[src/rtl/button_event_decoder.sv]
// Button event decoder: turns a debounced button level into single-cycle
// short-press, long-press and auto-repeat events, plus a registered held flag.
module button_event_decoder #(
    parameter int unsigned LONG_CYCLES   = 50_000_000,
    parameter int unsigned REPEAT_CYCLES = 10_000_000,
    parameter int unsigned CNT_W         = 26
) (
    input  logic clk,
    input  logic rst,
    input  logic btn_in,
    input  logic enable,
    output logic short_press,
    output logic long_press,
    output logic repeat_tick,
    output logic held
);

    localparam logic [CNT_W-1:0] LONG_LAST   = CNT_W'(LONG_CYCLES - 1);
    localparam logic [CNT_W-1:0] REPEAT_LAST = CNT_W'(REPEAT_CYCLES - 1);
    localparam logic [CNT_W-1:0] CNT_ONE     = CNT_W'(1);

    typedef enum logic [1:0] {
        IDLE  = 2'd0,
        PRESS = 2'd1,
        HOLD  = 2'd2
    } state_t;

    state_t           state_q, state_d;
    logic [CNT_W-1:0] cnt_q, cnt_d;
    logic             btn_prev_q;
    logic             short_q, short_d;
    logic             long_q, long_d;
    logic             repeat_q, repeat_d;
    logic             held_q, held_d;

    // State, counter and registered outputs; btn_prev resets high so a
    // button held through reset is not mistaken for a fresh press.
    always_ff @(posedge clk or posedge rst) begin
        if (rst) begin
            state_q    <= IDLE;
            cnt_q      <= '0;
            btn_prev_q <= 1'b1;
            short_q    <= 1'b0;
            long_q     <= 1'b0;
            repeat_q   <= 1'b0;
            held_q     <= 1'b0;
        end else begin
            state_q    <= state_d;
            cnt_q      <= cnt_d;
            btn_prev_q <= btn_in;
            short_q    <= short_d;
            long_q     <= long_d;
            repeat_q   <= repeat_d;
            held_q     <= held_d;
        end
    end

    // Next-state and event decode; disable forces idle ahead of everything.
    always_comb begin
        state_d  = state_q;
        cnt_d    = cnt_q;
        short_d  = 1'b0;
        long_d   = 1'b0;
        repeat_d = 1'b0;

        if (!enable) begin
            state_d = IDLE;
            cnt_d   = '0;
        end else begin
            case (state_q)
                IDLE: begin
                    if (btn_in && !btn_prev_q) begin
                        state_d = PRESS;
                        cnt_d   = CNT_ONE;
                    end
                end
                PRESS: begin
                    if (!btn_in) begin
                        short_d = 1'b1;
                        state_d = IDLE;
                        cnt_d   = '0;
                    end else if (cnt_q == LONG_LAST) begin
                        long_d  = 1'b1;
                        state_d = HOLD;
                        cnt_d   = '0;
                    end else begin
                        cnt_d = cnt_q + CNT_ONE;
                    end
                end
                HOLD: begin
                    if (!btn_in) begin
                        state_d = IDLE;
                        cnt_d   = '0;
                    end else if (cnt_q == REPEAT_LAST) begin
                        repeat_d = 1'b1;
                        cnt_d    = '0;
                    end else begin
                        cnt_d = cnt_q + CNT_ONE;
                    end
                end
                default: begin
                    state_d = IDLE;
                    cnt_d   = '0;
                end
            endcase
        end

        held_d = (state_d == PRESS) || (state_d == HOLD);
    end

    assign short_press = short_q;
    assign long_press  = long_q;
    assign repeat_tick = repeat_q;
    assign held        = held_q;

endmodule

[config.mk]
export PLATFORM = sky130hd
export DESIGN_NAME = button_event_decoder
export DESIGN_NICKNAME = d
export VERILOG_FILES = /design/src/rtl/button_event_decoder.sv
export SDC_FILE = /design/constraint.sdc
export NUM_CORES = 1
export LEC_CHECK = 0
export CORE_MARGIN = 2
export CORE_UTILIZATION = 60
export DETAILED_ROUTE_END_ITERATION = 8
export GPL_ROUTABILITY_DRIVEN = 0
export GPL_TIMING_DRIVEN = 0
export HOLD_SLACK_MARGIN = 0.1
export PLACE_DENSITY = 0.79
export SLEW_MARGIN = 0
export SYNTH_ARGS = -nofsm -noshare
export SYNTH_HDL_FRONTEND = slang
export SYNTH_SLANG_ARGS = --single-unit
[constraint.sdc]
create_clock -name clk -period 2.6 [get_ports clk]
set_clock_uncertainty 0.1 [all_clocks]
set_input_delay 0.26 -clock clk [delete_from_list [all_inputs] [get_ports clk]]
set_output_delay 0.26 -clock clk [all_outputs]
set_load 0.01 [all_outputs]
[Yosys cells after proc, flatten, opt, wreduce, memory -nomap -nowiden]
Cells that the tools add are included.
Operators by class
  add/sub/neg operators: 1
  eq/ne operators: 7
  mux-type cells: 24
  reductions and logical operators: 4
Operators by type and width (number)
  $mux 26: 6
  $pmux 26 s3: 1
  $add 26x1->26 const B: 1
  $eq 26x24->1 const B: 1
  $eq 26x26->1 const B: 1
  $mux 1: 11
  $mux 2: 5
  $pmux 2 s3: 1
  $eq 2x1->1 const B: 2
  $eq 2x2->1 const B: 2
  $ne 3x3->1 const B: 1
  $logic_not 2->1: 1
  $logic_and 1x1->1: 1
  $logic_not 1->1: 1
  $logic_or 1x1->1: 1
Storage, ports and cells
  flip-flop bits (word level): 33
  input bits: 4
  output and inout bits: 4
  word-level logic and storage cells: 43

[Depth between registers and ports, before layout]
  depth after elaboration: 7
  gate-level depth with buffers: 8
  depth with buffers taken out: 7

[Least setup slack after synthesis]
No wires, ideal clock.
  path kind: register -> register
  start: register cnt_q[0]
  end: register cnt_q[25]
  setup time: 0.126 ns
  data arrival time: 1.992 ns
  required time: 2.374 ns
  setup slack: 0.382 ns
  stages on the path, launching flop included: 8
  buffers on the path: 0
  period minus slack after synthesis: 2.218 ns
  path through: dfrtp_1 ha_1 and4_1 nand4_2 o41ai_4 nand2_4 and3_1 a221o_1
On the way
  longest elaborated chain between the ends: 5
  elaborated cells on any way between the ends: 9
  those cells by class: 1 x add/sub; 2 x eq/ne; 6 x mux
RTL lines
  start, declared: RTL line 29  | logic [CNT_W-1:0] cnt_q, cnt_d;
  start signal, assigned: RTL line 49  | cnt_q <= cnt_d;
  $add 26x1->26 (tied with other cells): RTL line 87, 98
  $mux 26 (on tied branches): RTL line 94, 82
  $mux 26 (on tied branches): RTL line 91, 78
  $pmux 26 s3 *: RTL line 70  | case (state_q)
  $mux 26 *: RTL line 66  | if (!enable) begin
Every way passes the cells marked *; elsewhere a longest branch is shown, timed or not.
A chain may end at the register's enable or synchronous reset.

[Worst setup path after layout]
  start: register cnt_q[17]
  end: register cnt_q[21]
Same word-level chain as after synthesis.

==> results.tsv <==
metric	value	unit
vdd_drop_max	0.000295	V
worstPathMaxFanout	10	
grt_pass1_vias	1617	
synthToLayoutAreaGrowth	11.1	%
p_leak	0.863	nW
hold_viol_final	0	
first_iter_violations	154	
synthArstFlopShare	1.00	
route.detailed.drc	0	
die_h	59.9	µm
dp.cells	242	
core_area	0.00300	mm²
drive_gt1_frac	0.0909	
die_w	59.9	µm
max_stage_delay	580	ps
antenna_found_initial	0	
path_delay_family	simple AND/OR/NAND/NOR gates	
synth_mux_area_frac	0.0213	
ys.flop_type	dfrtp_1	
cts_tree	built	
dp_hpwl	3030	µm
worst_skew_pair.late_latency	330	ps
grt_pass1_wl	7490	µm
synthCells	202	
tns	0	ps
final_common_cell	dfrtp_1	
nets	224	
dr_total_vias	1695	
synth_top_family_by_area	simple AND/OR/NAND/NOR gates	
synth-seq-cells	33	
timing.rr.start	cnt_q[17]	
startpoint_type	register	
yosys.area_share.simple	0.291	
worstSetupEndpointType	register	
ys_seq_area_frac	0.441	
fp-row-count	20	
fmax	411	MHz
htree_levels	2	
synth.distinct_cells	45	
worst_pin_slew	508	ps
ant_nets	0	
cp.required	2690	ps
crit_type	register to register	
clock_path_buffers	2	
gr-usage-all-layers	0.286	
drt-total-wl	4440	µm
synth-warning-count	0	
max-slew-margin-rel	0.658	
layout_common_cells	dfrtp_1, nand2_1, a21oi_1	
path_cells	or4_4 -> o41ai_4 -> nand2_4 -> buf_2 -> nand3_1 -> o311ai_0	
rrSetupSlack	170	ps
crit_arrival	2530	ps
r2r-end	cnt_q[21]	
root_buffer	clkbuf_4	
synth_xor_area_frac	0.00934	
synth_fa_ha_area_frac	0.00667	
firstDrtPassIters	6	
finalMaxSlewViolations	0	
via_per_inst	6.70	
cts.sinks	33	
grt.overflow.total	0	
hp-class	input port to register	
synth_area_per_cell	9.28	µm²
powerDensity	415	mW/mm²
diodes	0	
io_pins	8	
hp-start	btn_in	
cp_slowest_cell	or4_4	
port_buffers	7	
fin_crit_sh	0.936	
whs_endpoint	btn_prev_q	
rsz0062_at_grt	no	
wl_per_cell	17.6	µm
clk_pin_slew	100	ps
synth_nets	207	
finalCriticalPeriod	2430	ps
finish.utilization	0.694	
rr_worst_depth	6	
synth-compound-area-share	0.201	
status	finished clean	
finalSetupViolCount	0	
instances_no_fill	253	
numCtsBuffers	5	
synth_enable_flop_cells	0	
holdPathStages	1	
syn_area	0.00188	mm²
grt_max_degree	34	
drv_cap	0	
die-area	0.00359	mm²
start_util	0.625	
cp.buffers_inverters	1	
[registers in the layout (all words and copies together) (netlist names)]
register and flops:
short_press 1, btn_prev_q 1, held 1, cnt_q 26
state_q 2, long_press 1, repeat_tick 1
[synth_stat cells, drive strengths merged, types with 3 or more instances]
cell type	instances	share of area
nand4	9	0.033
mux2i	4	0.021
a31oi	11	0.037
a22o	5	0.023
a21oi	15	0.040
and4	7	0.033
nor2	12	0.024
dfrtp	32	0.43
nand2b	5	0.017
nand2	25	0.054
a21o	5	0.020
and3	6	0.020
clkbuf	4	0.0080
o21ai	8	0.021
buf	4	0.012
nand3	13	0.035
or4	3	0.012
inv	5	0.010
and2	3	0.010
[power by group]
part	total [W]	switching, W	internal [W]
Combinational	0.0000665	0.0000407	0.0000259
Sequential	0.000521	0.00000327	0.000517
Clock	0.000277	0.000169	0.000108
[logic make-up (layout without fill, tap and decap cells)]
family,count (synthesis),in the layout
DFF,33,33
buffers and inverters,13,31
and+or+nand+nor,96,96
xor gates and xnor gates,2,2
adders and majority gates,1,1
AOI/OAI and AO/OA,53,53
muxes,4,4
[what timing repair did]
item / 4_1_cts / 5_1_grt
setup buffers: 0 / 1
setup endpoints to repair: 0 / 21
gates resized for setup: 0 / 1
hold endpoints to repair: 0 / 8
hold buffers: 0 / 1
[final cells by class]
| type | count | area (µm²) |
|---|---|---|
| multi-input combinational | 156 | 996 |
| clock buffer | 8 | 48.8 |
| fill | 248 | 918 |
| inverter | 5 | 18.8 |
| sequential | 33 | 827 |
| timing repair buffer | 10 | 115 |
| buffer | 8 | 37.5 |
| tap | 33 | 41.3 |
[worst max path at each step]
stage                     depth (start not counted)        end      start  slack (ps)
after floorplan                                   7  cnt_q[25]   cnt_q[0]         380
after global placement                            8   cnt_q[8]   cnt_q[0]         150
after detailed placement                          8  cnt_q[21]   cnt_q[0]         100
after CTS                                         8  cnt_q[21]   cnt_q[0]          90
after global routing                              8  cnt_q[21]   cnt_q[0]          20
final                                             6  cnt_q[21]  cnt_q[17]         170
[metal layers]
layer  track usage  vias up  wire length (µm)
met2         0.424       52              2180
li1              -      797                 -
met3        0.0563       16               227
met1         0.391      830              1910
met5             0        -                 0
met4         0.156        0               123
[metrics by stage]
step	hold slack, ps	instance area (µm²)	worst slack (ps)	total power (W)
final	342	2080	165	0.000864
after global routing	360	2080	24.7	0.000906
after CTS	343	2040	86.7	0.000863
after detailed placement	406	1990	101	0.000591
after global placement	385	1990	152	0.000588
after floorplan	164	1880	382	0.000569
(Power assumes the default switching activity.)
